**config.mk**
```make
export PLATFORM = sky130hd
export DESIGN_NAME = cv32e40p_rf_load_tracker_flat
export DESIGN_NICKNAME = d
export VERILOG_FILES = /design/src/rtl/cv32e40p_rf_load_tracker_if.sv /design/src/rtl/cv32e40p_rf_load_tracker.sv /design/src/flat_wrapper.sv
export SDC_FILE = /design/constraint.sdc
export NUM_CORES = 1
export LEC_CHECK = 0
export ABC_AREA = 0
export CAP_MARGIN = 20
export CORE_ASPECT_RATIO = 2
export CORE_MARGIN = 10
export CORE_UTILIZATION = 32
export DETAILED_ROUTE_END_ITERATION = 10
export PLACE_DENSITY_LB_ADDON = 0.05
export SLEW_MARGIN = 5
export SYNTH_ARGS = -nofsm -noshare
export SYNTH_HDL_FRONTEND = slang
export SYNTH_SLANG_ARGS = --single-unit
```
**constraint.sdc**
```tcl
create_clock -name clk_int -period 1.4 [get_ports clk_int]
set_clock_uncertainty 0.1 [all_clocks]
set_input_delay 0.28 -clock clk_int [delete_from_list [all_inputs] [get_ports clk_int]]
set_output_delay 0.28 -clock clk_int [all_outputs]
set_load 0.005 [all_outputs]
```
**src/rtl/cv32e40p_rf_load_tracker_if.sv**
```systemverilog
`default_nettype none
// ============================================================================
// Module      : cv32e40p_rf_load_tracker_if
// Description : Bundle of the load tracker signals: the issue handshake, the
//               LSU response, flush, write port B of the register file, the
//               three read-address hazard probes and the status outputs.
//               The slave modport is the tracker; the master modport is the
//               surrounding pipeline (ID/LSU side).
// Parameters  : ADDR_WIDTH - register address width
//               DATA_WIDTH - load data width
//               DEPTH      - maximum outstanding loads (1, 2 or 4)
// Revision    : 1.0 - initial release
// ============================================================================
interface cv32e40p_rf_load_tracker_if #(
    parameter int ADDR_WIDTH = 5,
    parameter int DATA_WIDTH = 32,
    parameter int DEPTH      = 2
);
    localparam int c_CNT_W = $clog2(DEPTH + 1);

    // Issue side
    logic                  issue_valid_i;
    logic                  issue_ready_o;
    logic [ADDR_WIDTH-1:0] issue_waddr_i;
    // LSU response
    logic                  lsu_rvalid_i;
    logic [DATA_WIDTH-1:0] lsu_rdata_i;
    logic                  flush_i;
    // Register file write port B
    logic                  we_b_o;
    logic [ADDR_WIDTH-1:0] waddr_b_o;
    logic [DATA_WIDTH-1:0] wdata_b_o;
    // Hazard probes
    logic [ADDR_WIDTH-1:0] raddr_a_i;
    logic [ADDR_WIDTH-1:0] raddr_b_i;
    logic [ADDR_WIDTH-1:0] raddr_c_i;
    logic                  hazard_a_o;
    logic                  hazard_b_o;
    logic                  hazard_c_o;
    // Status
    logic [c_CNT_W-1:0]    outstanding_o;
    logic                  err_o;

    modport master (
        output issue_valid_i, issue_waddr_i, lsu_rvalid_i, lsu_rdata_i, flush_i,
               raddr_a_i, raddr_b_i, raddr_c_i,
        input  issue_ready_o, we_b_o, waddr_b_o, wdata_b_o,
               hazard_a_o, hazard_b_o, hazard_c_o, outstanding_o, err_o
    );

    modport slave (
        input  issue_valid_i, issue_waddr_i, lsu_rvalid_i, lsu_rdata_i, flush_i,
               raddr_a_i, raddr_b_i, raddr_c_i,
        output issue_ready_o, we_b_o, waddr_b_o, wdata_b_o,
               hazard_a_o, hazard_b_o, hazard_c_o, outstanding_o, err_o
    );
endinterface
`default_nettype wire

```
**src/rtl/cv32e40p_rf_load_tracker.sv**
```systemverilog
`default_nettype none
// ============================================================================
// Module      : cv32e40p_rf_load_tracker
// Description : Tracks destination registers of outstanding LSU loads in a
//               small FIFO, drives register file write port B when load data
//               returns, and flags read-after-write hazards on three read
//               ports.
// Ports       : clk_int - gated core clock
//               rst_n   - asynchronous active-low reset
//               bus     - cv32e40p_rf_load_tracker_if.slave (issue, response,
//                         flush, write port B, hazard probes, status)
// Options     : CV32E40P_RF_LOAD_BYPASS_EN - when defined, the head entry
//               being popped this cycle does not raise a hazard, so ID can
//               take the operand straight from wdata_b_o.
// Revision    : 1.0 - initial release
// ============================================================================
module cv32e40p_rf_load_tracker #(
    parameter int ADDR_WIDTH = 5,
    parameter int DATA_WIDTH = 32,
    parameter int DEPTH      = 2
) (
    input  logic                           clk_int,
    input  logic                           rst_n,
    cv32e40p_rf_load_tracker_if.slave      bus
);

    localparam int                 c_CNT_W     = $clog2(DEPTH + 1);
    localparam int                 c_PTR_W     = (DEPTH > 1) ? $clog2(DEPTH) : 1;
    localparam logic [c_CNT_W-1:0] c_DEPTH_CNT = c_CNT_W'(DEPTH);
    localparam logic [c_PTR_W-1:0] c_LAST_PTR  = c_PTR_W'(DEPTH - 1);

    // FIFO state
    logic [DEPTH-1:0]      r_valid;
    logic [ADDR_WIDTH-1:0] r_waddr [DEPTH];
    logic [c_PTR_W-1:0]    r_wptr;
    logic [c_PTR_W-1:0]    r_rptr;
    logic [c_CNT_W-1:0]    r_count;
    logic                  r_err;

    logic                  w_full;
    logic                  w_empty;
    logic                  w_push;
    logic                  w_pop;
    logic [ADDR_WIDTH-1:0] w_head_waddr;
    logic [DEPTH-1:0]      w_live;
    logic [DEPTH-1:0]      w_match_a;
    logic [DEPTH-1:0]      w_match_b;
    logic [DEPTH-1:0]      w_match_c;

    function automatic logic [c_PTR_W-1:0] ptr_next(input logic [c_PTR_W-1:0] p);
        return (p == c_LAST_PTR) ? '0 : p + 1'b1;
    endfunction

    assign w_full       = (r_count == c_DEPTH_CNT);
    assign w_empty      = (r_count == '0);
    // Full blocks issue even when a pop frees a slot this same cycle.
    assign w_push       = bus.issue_valid_i && !w_full;
    assign w_pop        = bus.lsu_rvalid_i && !w_empty;
    assign w_head_waddr = r_waddr[r_rptr];

    // Write port B: purely combinational from the response and the head entry.
    assign bus.issue_ready_o = !w_full;
    assign bus.we_b_o        = w_pop && (w_head_waddr != '0);
    assign bus.waddr_b_o     = w_head_waddr;
    assign bus.wdata_b_o     = bus.lsu_rdata_i;
    assign bus.outstanding_o = r_count;
    assign bus.err_o         = r_err;

    // Entries that may raise a hazard. Without bypass this is registered
    // state only; with bypass the head being popped right now is masked.
    always_comb begin
        w_live    = r_valid;
        w_match_a = '0;
        w_match_b = '0;
        w_match_c = '0;
`ifdef CV32E40P_RF_LOAD_BYPASS_EN
        if (w_pop) begin
            w_live[r_rptr] = 1'b0;
        end
`endif
        for (int i = 0; i < DEPTH; i++) begin
            w_match_a[i] = (r_waddr[i] == bus.raddr_a_i);
            w_match_b[i] = (r_waddr[i] == bus.raddr_b_i);
            w_match_c[i] = (r_waddr[i] == bus.raddr_c_i);
        end
    end

    // x0 is never a hazard even though loads to it are tracked.
    assign bus.hazard_a_o = (bus.raddr_a_i != '0) && |(w_live & w_match_a);
    assign bus.hazard_b_o = (bus.raddr_b_i != '0) && |(w_live & w_match_b);
    assign bus.hazard_c_o = (bus.raddr_c_i != '0) && |(w_live & w_match_c);

    always_ff @(posedge clk_int or negedge rst_n) begin
        if (!rst_n) begin
            r_valid <= '0;
            for (int i = 0; i < DEPTH; i++) begin
                r_waddr[i] <= '0;
            end
            r_wptr  <= '0;
            r_rptr  <= '0;
            r_count <= '0;
            r_err   <= 1'b0;
        end else begin
            // A response with nothing outstanding is a protocol error; sticky.
            if (bus.lsu_rvalid_i && w_empty) begin
                r_err <= 1'b1;
            end

            if (bus.flush_i) begin
                r_valid <= '0;
                r_wptr  <= '0;
                r_rptr  <= '0;
                r_count <= '0;
            end else begin
                // Push and pop never hit the same slot: pointers coincide only
                // when empty (no pop) or full (no push).
                if (w_pop) begin
                    r_valid[r_rptr] <= 1'b0;
                    r_rptr          <= ptr_next(r_rptr);
                end
                if (w_push) begin
                    r_valid[r_wptr] <= 1'b1;
                    r_waddr[r_wptr] <= bus.issue_waddr_i;
                    r_wptr          <= ptr_next(r_wptr);
                end
                case ({w_push, w_pop})
                    2'b10:   r_count <= r_count + 1'b1;
                    2'b01:   r_count <= r_count - 1'b1;
                    default: r_count <= r_count;
                endcase
            end
        end
    end

endmodule
`default_nettype wire

```
**src/flat_wrapper.sv**
```systemverilog
// flat-port wrapper written by rule: the top's interface ports become plain ports
module cv32e40p_rf_load_tracker_flat 
#(
    parameter int ADDR_WIDTH = 5,
    parameter int DATA_WIDTH = 32,
    parameter int DEPTH      = 2
)
  (clk_int, rst_n, bus_issue_valid_i, bus_issue_waddr_i, bus_lsu_rvalid_i, bus_lsu_rdata_i, bus_flush_i, bus_raddr_a_i, bus_raddr_b_i, bus_raddr_c_i, bus_issue_ready_o, bus_we_b_o, bus_waddr_b_o, bus_wdata_b_o, bus_hazard_a_o, bus_hazard_b_o, bus_hazard_c_o, bus_outstanding_o, bus_err_o);
  cv32e40p_rf_load_tracker_if #(.ADDR_WIDTH(ADDR_WIDTH), .DATA_WIDTH(DATA_WIDTH), .DEPTH(DEPTH)) bus_i ();
  input  logic clk_int;
  input  logic rst_n;
  input wire logic [$bits(bus_i.issue_valid_i)-1:0] bus_issue_valid_i;
  input wire logic [$bits(bus_i.issue_waddr_i)-1:0] bus_issue_waddr_i;
  input wire logic [$bits(bus_i.lsu_rvalid_i)-1:0] bus_lsu_rvalid_i;
  input wire logic [$bits(bus_i.lsu_rdata_i)-1:0] bus_lsu_rdata_i;
  input wire logic [$bits(bus_i.flush_i)-1:0] bus_flush_i;
  input wire logic [$bits(bus_i.raddr_a_i)-1:0] bus_raddr_a_i;
  input wire logic [$bits(bus_i.raddr_b_i)-1:0] bus_raddr_b_i;
  input wire logic [$bits(bus_i.raddr_c_i)-1:0] bus_raddr_c_i;
  output wire logic [$bits(bus_i.issue_ready_o)-1:0] bus_issue_ready_o;
  output wire logic [$bits(bus_i.we_b_o)-1:0] bus_we_b_o;
  output wire logic [$bits(bus_i.waddr_b_o)-1:0] bus_waddr_b_o;
  output wire logic [$bits(bus_i.wdata_b_o)-1:0] bus_wdata_b_o;
  output wire logic [$bits(bus_i.hazard_a_o)-1:0] bus_hazard_a_o;
  output wire logic [$bits(bus_i.hazard_b_o)-1:0] bus_hazard_b_o;
  output wire logic [$bits(bus_i.hazard_c_o)-1:0] bus_hazard_c_o;
  output wire logic [$bits(bus_i.outstanding_o)-1:0] bus_outstanding_o;
  output wire logic [$bits(bus_i.err_o)-1:0] bus_err_o;
  assign bus_i.issue_valid_i = bus_issue_valid_i;
  assign bus_i.issue_waddr_i = bus_issue_waddr_i;
  assign bus_i.lsu_rvalid_i = bus_lsu_rvalid_i;
  assign bus_i.lsu_rdata_i = bus_lsu_rdata_i;
  assign bus_i.flush_i = bus_flush_i;
  assign bus_i.raddr_a_i = bus_raddr_a_i;
  assign bus_i.raddr_b_i = bus_raddr_b_i;
  assign bus_i.raddr_c_i = bus_raddr_c_i;
  assign bus_issue_ready_o = bus_i.issue_ready_o;
  assign bus_we_b_o = bus_i.we_b_o;
  assign bus_waddr_b_o = bus_i.waddr_b_o;
  assign bus_wdata_b_o = bus_i.wdata_b_o;
  assign bus_hazard_a_o = bus_i.hazard_a_o;
  assign bus_hazard_b_o = bus_i.hazard_b_o;
  assign bus_hazard_c_o = bus_i.hazard_c_o;
  assign bus_outstanding_o = bus_i.outstanding_o;
  assign bus_err_o = bus_i.err_o;
  cv32e40p_rf_load_tracker #(.ADDR_WIDTH(ADDR_WIDTH), .DATA_WIDTH(DATA_WIDTH), .DEPTH(DEPTH)) u_core (.clk_int(clk_int), .rst_n(rst_n), .bus(bus_i));
endmodule
```
==> impl_metrics.ini, run 1 <==
[status]
status = finished, violations left
failed_checks = setup timing

[synth]
synth_edf_count = 0
yosysWarnings = 0
synth_cell_types = 25
synth.yosys.seq_area_share_pct = 29.77
yosysTopAreaCell = dfrtp_1
ys_top_cells_by_count = 32 x buf_4, 25 x xor2_1, 17 x dfrtp_1
async_reset_ff_share_pct = 100.0
syn_area_sq_um = 1429
synth_top_area_share_pct = 29.77
syn_area_per_cell_sq_um = 9.590
syn_inst = 149
synth_nets = 206
yosys_most_used_dff = dfrtp_1
ys_top_cells_by_area = dfrtp_1 30%, buf_4 17%, xor2_1 15%
yosysMostFrequentCell = buf_4
ys_ff_latch = 17

[cts]
clock_path_buffers = 2
clk_latency_ns = 0.25
root_buffer = clkbuf_8
cts_tree = built
path_clk_slew_ns = 0.07
htree_levels = 1
cts_sinks = 17
cts_buffers = 3
cts_hold_buf = 0

[floorplan]
start_util_pct = 32.93
core_sq_um = 4339
die_area_sq_um = 7700
io_pins = 102
die_h_um = 114.5
die_x_um = 67.25
placement_rows = 34

[hold_path]
hold_path.class = primary input to asynchronous set/reset pin

[setup_path]
reg2reg_from = u_core.bus.outstanding_o[1]
path_class = flip-flop to output port
critical_path.cell_chain = buf_6 > xor2_1 > nor4_1 > nand3_1 > a21oi_2 > buf_2
critical-path-top-delay-family = flip-flops
worst-path-max-fanout = 4
endpoint_kind = output port
worstSetupStartpointType = flip-flop
startpoint = u_core.r_waddr[9]
path_buf_inv = 2
critical-path-slowest-cell = dfrtp_2
worstPathRequired_ns = 1.02
cpPeakStageDelay_ns = 0.46
cp_data_arrival_time_ns = 1.64

[sta]
worst_pin_slew_ns = 0.3058
setup_ws_ns = -0.6222
hold_violations = 0
finalCritPeriodShare_pct = 144.4
clock.fmax_mhz = 494.5
slew_headroom_pct = 79.40
setup_viol = 21
min_period_ns = 2.022
slew_viol_final = 0
hold_slack_ns = 0.2502
rsz0062_at_grt = yes

[grt]
grt_max_degree = 18
grt_pass1_vias = 1509
top_usage_layer = met2
grt_usage_pct = 12.23
antenna_found_initial = 0
grt_util_met2_pct = 23.03
grt_overflow_total = 0
grtUsageMet3_pct = 2.647
grt_pass1_wl_mm = 7.251
use_met1_pct = 10.09

[cells_and_area]
design_area_sq_um = 2282
layout-drive-gt1-share_pct = 50.47
num_antenna_cells = 0
syn_to_final_growth_pct = 59.72
finalNetCount = 272
n_fill_cell = 411

[run]
maxCapViolations = 0

[drt]
initialDrtViolationCount = 29
drcViolationCount = 0
final_antenna_net_count = 0
drtPass1Iterations = 4
vias = 1300
routedWlPerCell_um = 17.69
drt_wl_total_mm = 4.741
detail_route.vias_per_cell = 4.851

[pwr]
worst_ir_drop_vdd_mv = 0.7688
cellLeakagePower_nw = 1.058
p_per_area_nw_per_um2 = 1116
p_total_w = 0.002547

[placement]
hpwlAfterDp_mm = 3.683
place_area_sq_um = 1891
io_buffers = 37
gp_congestion = 0.8337
==> metal layers <==
metal / wire length [um] / part of all wire, % / vias up
met4: 318 / 6.7 / 0
met1: 1375 / 29 / 597
met3: 354 / 7.5 / 42
met5: 0 / 0 / -
li1: - / - / 604
met2: 2691 / 57 / 57
==> final timing paths <==
kind / endpoint / slack (ns) / cells past startpoint
max: bus_hazard_b_o / -0.62 / 6
min: u_core.bus.err_o / 0.25 / 2
max reg2reg: u_core.r_waddr[8] / -0.08 / 6
min reg2reg: u_core.bus.err_o / 0.35 / 1
max in group asynchronous: u_core.r_rptr / 0.74 / 2
min in group clk_int: u_core.bus.err_o / 0.35 / 1
==> per-stage QoR <==
stage | util [%] | std cells | setup WS (ns) | setup TNS (ns)
2_1_floorplan | - | 149 | -0.05766 | -0.4130
3_3_place_gp | 43.57 | 238 | -1.013 | -10.54
3_5_place_dp | 43.57 | 238 | -1.030 | -10.57
4_1_cts | 50.43 | 264 | -0.6189 | -4.987
5_1_grt | 52.60 | 268 | -0.6899 | -5.989
6_report | 52.60 | 268 | -0.6222 | -4.799
==> where the power goes <==
part,total [W],switching (W),internal [W]
Sequential,0.000746,0.000146,0.000600
Clock,0.000374,0.000172,0.000202
Combinational,0.00143,0.000505,0.000923
==> final cells by class <==
type                       count  area, sq um  share of cell area [%]
clock buffer                   4        45.04                   1.974
inverter                       2        7.507                  0.3289
multi-input combinational     97        867.1                   37.99
sequential                    17        434.2                   19.02
tap                           54        67.56                   2.961
timing repair buffer          94        860.8                   37.72
==> registers in the layout, summed over array words and instances (netlist names) <==
| register | count |
|---|---|
| u_core.r_wptr | 1 |
| u_core.r_rptr | 1 |
| u_core.r_waddr | 10 |
| u_core.r_valid | 2 |
| u_core.bus.outstanding_o | 2 |
| u_core.bus.err_o | 1 |
==> logic make-up (layout without fill, tap and decap cells) <==
group,count (synthesis),after routing,share of synthesized area (%)
AND/OR/NAND/NOR,37,37,16.02
buffers and inverters,35,100,17.69
flip-flops,17,17,29.77
XOR/XNOR,32,32,19.61
multiplexers,15,15,11.82
AO/OA/AOI/OAI,13,13,5.080
==> timing repair <==
item,4_1_cts,5_1_grt
hold endpoints to repair,0,0
cloned,0,0
buffers inserted,25,7
endpoints found under the setup margin,23,24
gates resized for setup,102,17
pin swaps,18,16
==> placed cells by master, fill, tap and decap left out, drive strengths merged, types with 4 or more instances in the layout <==
cell	instances
dfrtp	17
clkbuf	4
nand2	4
mux2	15
nand3	6
buf	69
o21ai	4
nor2	9
xnor2	7
a21oi	6
xor2	25
dlygate4sd2	11
nor4	6
clkdlybuf4s50	14
Power figures use the tool's default switching activity.
==> run 2: changes to the inputs <==
Settings changed: CORE_MARGIN 10 to 8.
==> impl_metrics.ini, run 2 (same netlist as run 1, synthesis figures left out) <==
[pwr]
p_per_area_nw_per_um2 = 1129
p_total_w = 0.002487
p_comb_share_pct = 54.2
p_switching_w = 0.0007942
cellInternalPower_w = 0.001693
cellLeakagePower_nw = 1.013
worst_ir_drop_vdd_mv = 0.5674
p_sw_share_pct = 31.94
clkPwrFrac_pct = 14.6
pwr-share-seq_pct = 31.2

[sta]
setup_viol = 19
hold_violations = 0
rsz0062_at_grt = yes
finalSetupTns_ns = -4.526
worst_pin_slew_ns = 0.2527
setup_ws_ns = -0.6052
finalCritPeriodShare_pct = 143.2
min_period_ns = 2.005
slew_viol_final = 0
clock.fmax_mhz = 498.7
slew_headroom_pct = 83.00

[setup_path]
critical_path.cell_chain = buf_6 > xor2_2 > nor4_2 > nand3_1 > a21oi_2 > buf_2
worstPathRequired_ns = 1.02
endpoint_kind = output port
path_buf_inv = 2
worst-path-max-fanout = 4
critical-path-slowest-cell = dfrtp_2
cp_data_arrival_time_ns = 1.63
cpPeakStageDelay_ns = 0.44
path_class = flip-flop to output port
worstSetupStartpointType = flip-flop
critical-path-top-delay-family = flip-flops

[floorplan]
die_x_um = 63.25
io_pins = 102
die_area_sq_um = 6989
core_sq_um = 4339
placement_rows = 34
die_h_um = 110.5
start_util_pct = 32.93

[cts]
cts_buffers = 3
path_clk_slew_ns = 0.07
clock_path_buffers = 2
root_buffer = clkbuf_8
cts_sinks = 17
cts_tree = built
htree_levels = 1
clk_latency_ns = 0.25

[cells_and_area]
layout_common_cells = 29 x buf_4, 26 x buf_6, 24 x xor2_1
num_antenna_cells = 0
multi_input_area_sq_um = 848.3
fin_util_pct = 50.75
largest_reg_flops = 10
layout_commonest_cell = buf_4
largest_register = u_core.r_waddr
seq_area_sq_um = 436.7
fin_cells = 261
layout-drive-gt1-share_pct = 48.31
design_area_sq_um = 2202
syn_to_final_growth_pct = 54.12
finalNetCount = 265
n_fill_cell = 457

[run]
maxCapViolations = 0

[status]
status = finished, violations left
failed_checks = setup timing

[drt]
final_antenna_net_count = 0
routedWlPerCell_um = 17.87
drcViolationCount = 0
initialDrtViolationCount = 24
drtPass1Iterations = 4
detail_route.vias_per_cell = 4.747
drt_wl_total_mm = 4.665
vias = 1239

[placement]
io_buffers = 37
gp_congestion = 0.7491
dp.cells = 240
hpwlAfterDp_mm = 3.581
place_area_sq_um = 1906

[hold_path]
hold_path.class = primary input to asynchronous set/reset pin

[grt]
grt_pass1_wl_mm = 7.307
grt_max_degree = 18
antenna_found_initial = 0
grt_overflow_total = 0
grt_usage_pct = 13.15
grt_pass1_vias = 1465
[run 2: cell types whose count changed in the layout (fill, tap and decap cells not counted), moves of 2 or more]
| cell | before | now |
|---|---|---|
| a21oi_1 | 1 | 3 |
| dfrtp_2 | 7 | 9 |
| dfrtp_1 | 10 | 8 |
| buf_6 | 29 | 26 |
| buf_4 | 33 | 29 |
| a21oi_2 | 5 | 3 |
[run 2: what timing repair did]
| item | in CTS | in global routing |
|---|---|---|
| buffers inserted | 16 | 5 |
| endpoints found under the setup margin | 23 | 22 |
| hold buffers | 0 | 0 |
| pin swaps | 19 | 16 |
| gates resized for setup | 103 | 12 |
[run 2: area by class of cell]
class                   count  area share, %
well taps                  54          3.068
inverters                   2         0.3409
flip-flops and latches     17          19.83
repair buffers             87          36.19
multi-input cells          97          38.52
clock buffers               4          2.045
[run 2: worst paths after layout]
check / depth (start not counted) / from / slack (ns) / to
setup / recovery: 6 / u_core.r_waddr[3] / -0.61 / bus_hazard_b_o
hold / removal: 2 / rst_n / 0.26 / u_core.r_waddr[8]
setup reg to reg: 6 / u_core.bus.outstanding_o[1] / -0.07 / u_core.r_waddr[6]
hold reg to reg: 1 / u_core.bus.err_o / 0.37 / u_core.bus.err_o
max in group asynchronous: 2 / rst_n / 0.72 / u_core.r_waddr[0]
min in group clk_int: 1 / u_core.bus.err_o / 0.37 / u_core.bus.err_o
[run 2: routing by layer]
metal | global-route usage [%] | wire length (um) | vias up
li1 | - | - | 592
met1 | 10.61 | 1395 | 577
met2 | 26.02 | 2685 | 36
met3 | 2.632 | 263 | 34
met4 | 9.595 | 320 | 0
met5 | 0 | 0 | -
[run 2: power by group through the flow]
stage                     logic (W)  registers [W]  clock network, W
final                       0.00135       0.000776          0.000364
after global routing        0.00145       0.000790          0.000387
after CTS                   0.00125       0.000778          0.000376
after detailed placement   0.000947       0.000793                 0
after global placement     0.000945       0.000793                 0
after floorplan            0.000501       0.000728                 0
[run 2: worst reg2reg max path: stages, from the launching register on]
cell and delay, ns:
dfrtp_1 0.38, buf_6 0.12, nand2b_4 0.09, nand2_4 0.06, nor3_4 0.15, buf_12 0.15, mux2_4 0.30
[run 2: per-stage QoR]
| step | worst slack [ns] | hold slack, ns |
|---|---|---|
| 2_1_floorplan | -0.05766 | -0.1156 |
| 3_3_place_gp | -0.9775 | 0.3505 |
| 3_5_place_dp | -1.009 | 0.3526 |
| 4_1_cts | -0.6071 | 0.2683 |
| 5_1_grt | -0.7131 | 0.2872 |
| 6_report | -0.6052 | 0.2575 |
==> run 3: changes to the inputs <==
Settings changed: CAP_MARGIN 20 to default, CORE_MARGIN 8 to 3, SLEW_MARGIN 5 to default.
==> impl_metrics.ini, run 3 (same netlist as run 1, synthesis figures left out) <==
[floorplan]
die_h_um = 100.5
die_area_sq_um = 5352
core_sq_um = 4212
placement_rows = 33
die_x_um = 53.25
io_pins = 102
start_util_pct = 33.93

[cts]
clk_latency_ns = 0.25
cts_sinks = 17
path_clk_slew_ns = 0.07
cts_buffers = 3
root_buffer = clkbuf_8
htree_levels = 1
clock_path_buffers = 2
cts_hold_buf = 0
cts_tree = built

[cells_and_area]
syn_to_final_growth_pct = 61.82
layout_commonest_cell = buf_4
design_area_sq_um = 2312
fin_util_pct = 54.90
seq_area_sq_um = 436.7
layout_common_cells = 35 x buf_4, 29 x buf_6, 24 x xor2_1
multi_input_area_sq_um = 880.8
n_fill_cell = 409
layout-drive-gt1-share_pct = 53.02
largest_register = u_core.r_waddr
largest_reg_flops = 10
finalNetCount = 273
num_antenna_cells = 0

[sta]
clock.fmax_mhz = 491.9
rsz0062_at_grt = yes
slew_viol_final = 0
hold_slack_ns = 0.2541
slew_headroom_pct = 82.98
setup_ws_ns = -0.6330
hold_violations = 0
worst_pin_slew_ns = 0.2532
setup_viol = 15
finalCritPeriodShare_pct = 145.2
min_period_ns = 2.033

[setup_path]
worst-path-max-fanout = 2
rr_worst_depth = 6
path_buf_inv = 2
cp_data_arrival_time_ns = 1.65
critical-path-slowest-cell = dfrtp_2
reg2reg_from = u_core.bus.outstanding_o[0]
regToRegEndpoint = u_core.r_waddr[9]
r2r_slack_ns = -0.11
critical-path-top-delay-family = simple AND/OR/NAND/NOR gates
path_class = flip-flop to output port
cpPeakStageDelay_ns = 0.41
endpoint_kind = output port
worstSetupStartpointType = flip-flop
critical_path.cell_chain = buf_4 > xor2_1 > nor4_2 > nand3_1 > a21oi_2 > buf_2
worstPathRequired_ns = 1.02

[drt]
drcViolationCount = 0
final_antenna_net_count = 0
detail_route.vias_per_cell = 4.787
vias = 1278
drt_wl_total_mm = 4.429
initialDrtViolationCount = 9
drtPass1Iterations = 4
routedWlPerCell_um = 16.59

[pwr]
cellLeakagePower_nw = 1.070
worst_ir_drop_vdd_mv = 0.9432
clkPwrFrac_pct = 14.0
p_per_area_nw_per_um2 = 1148
p_switching_w = 0.0008580
p_sw_share_pct = 32.33
pwr-share-seq_pct = 27.2
cellInternalPower_w = 0.001796
p_comb_share_pct = 58.8

[grt]
grt_pass1_wl_mm = 6.617
grt_overflow_total = 0
grt_max_degree = 18
grt_usage_pct = 17.05
grt_pass1_vias = 1422
antenna_found_initial = 0

[placement]
io_buffers = 37
hpwlAfterDp_mm = 3.378
place_area_sq_um = 1911
gp_congestion = 0.7846

[status]
failed_checks = setup timing
status = finished, violations left

[run]
maxCapViolations = 0

[hold_path]
hold_path.class = primary input to asynchronous set/reset pin
run 3: final cells by class:
| class | count | area share [%] |
|---|---|---|
| repair buffers | 95 | 37.88 |
| multi-input cells | 97 | 38.10 |
| clock buffers | 3 | 1.786 |
| well taps | 52 | 2.814 |
| flip-flops and latches | 17 | 18.89 |
| inverters | 2 | 0.3247 |
| clock inverters | 1 | 0.2164 |
run 3: timing repair:
action | 4_1_cts | 5_1_grt
setup buffers | 24 | 7
endpoints found under the setup margin | 23 | 25
gates resized for setup | 96 | 25
pin swaps | 16 | 9
run 3: worst max path at each step:
stage                            from        endpoint  cells past startpoint
floorplan           u_core.r_waddr[8]  bus_hazard_a_o                      4
global placement     bus_raddr_a_i[3]  bus_hazard_a_o                      6
detailed placement   bus_raddr_b_i[3]  bus_hazard_b_o                      6
CTS                 u_core.r_waddr[2]  bus_hazard_b_o                      6
global route        u_core.r_waddr[7]  bus_hazard_a_o                      6
finish              u_core.r_waddr[7]  bus_hazard_a_o                      6
run 3: through the flow:
stage | setup WS (ns) | instances | total power [W] | TNS (ns)
global placement | -1.044 | 239 | 0.001735 | -9.878
finish | -0.6330 | 267 | 0.002654 | -4.646
detailed placement | -1.038 | 239 | 0.001740 | -9.974
floorplan | -0.05766 | 149 | 0.001229 | -0.4130
global route | -0.7150 | 267 | 0.002794 | -5.678
CTS | -0.6367 | 265 | 0.002496 | -4.650
run 3: worst reg2reg max path, stage by stage (launching register included):
cell      delay (ns)
dfrtp_1         0.37
buf_6           0.10
nand2b_4        0.16
nand2_4         0.07
nor3_4          0.15
buf_12          0.15
mux2_4          0.29
run 3: routing by layer:
layer / GRT usage (%) / wire length, um / up-vias
met4: 10.63 / 210 / 0
met5: 0 / 0 / -
met3: 2.815 / 241 / 24
met1: 14.27 / 1328 / 598
met2: 33.49 / 2647 / 51
li1: - / - / 605
run 3: power by group through the flow:
stage / clock, W / sequential (W) / combinational (W)
2_1_floorplan: 0 / 0.000728 / 0.000501
3_3_place_gp: 0 / 0.000787 / 0.000948
3_5_place_dp: 0 / 0.000783 / 0.000957
4_1_cts: 0.000381 / 0.000720 / 0.00140
5_1_grt: 0.000393 / 0.000733 / 0.00167
6_report: 0.000372 / 0.000722 / 0.00156
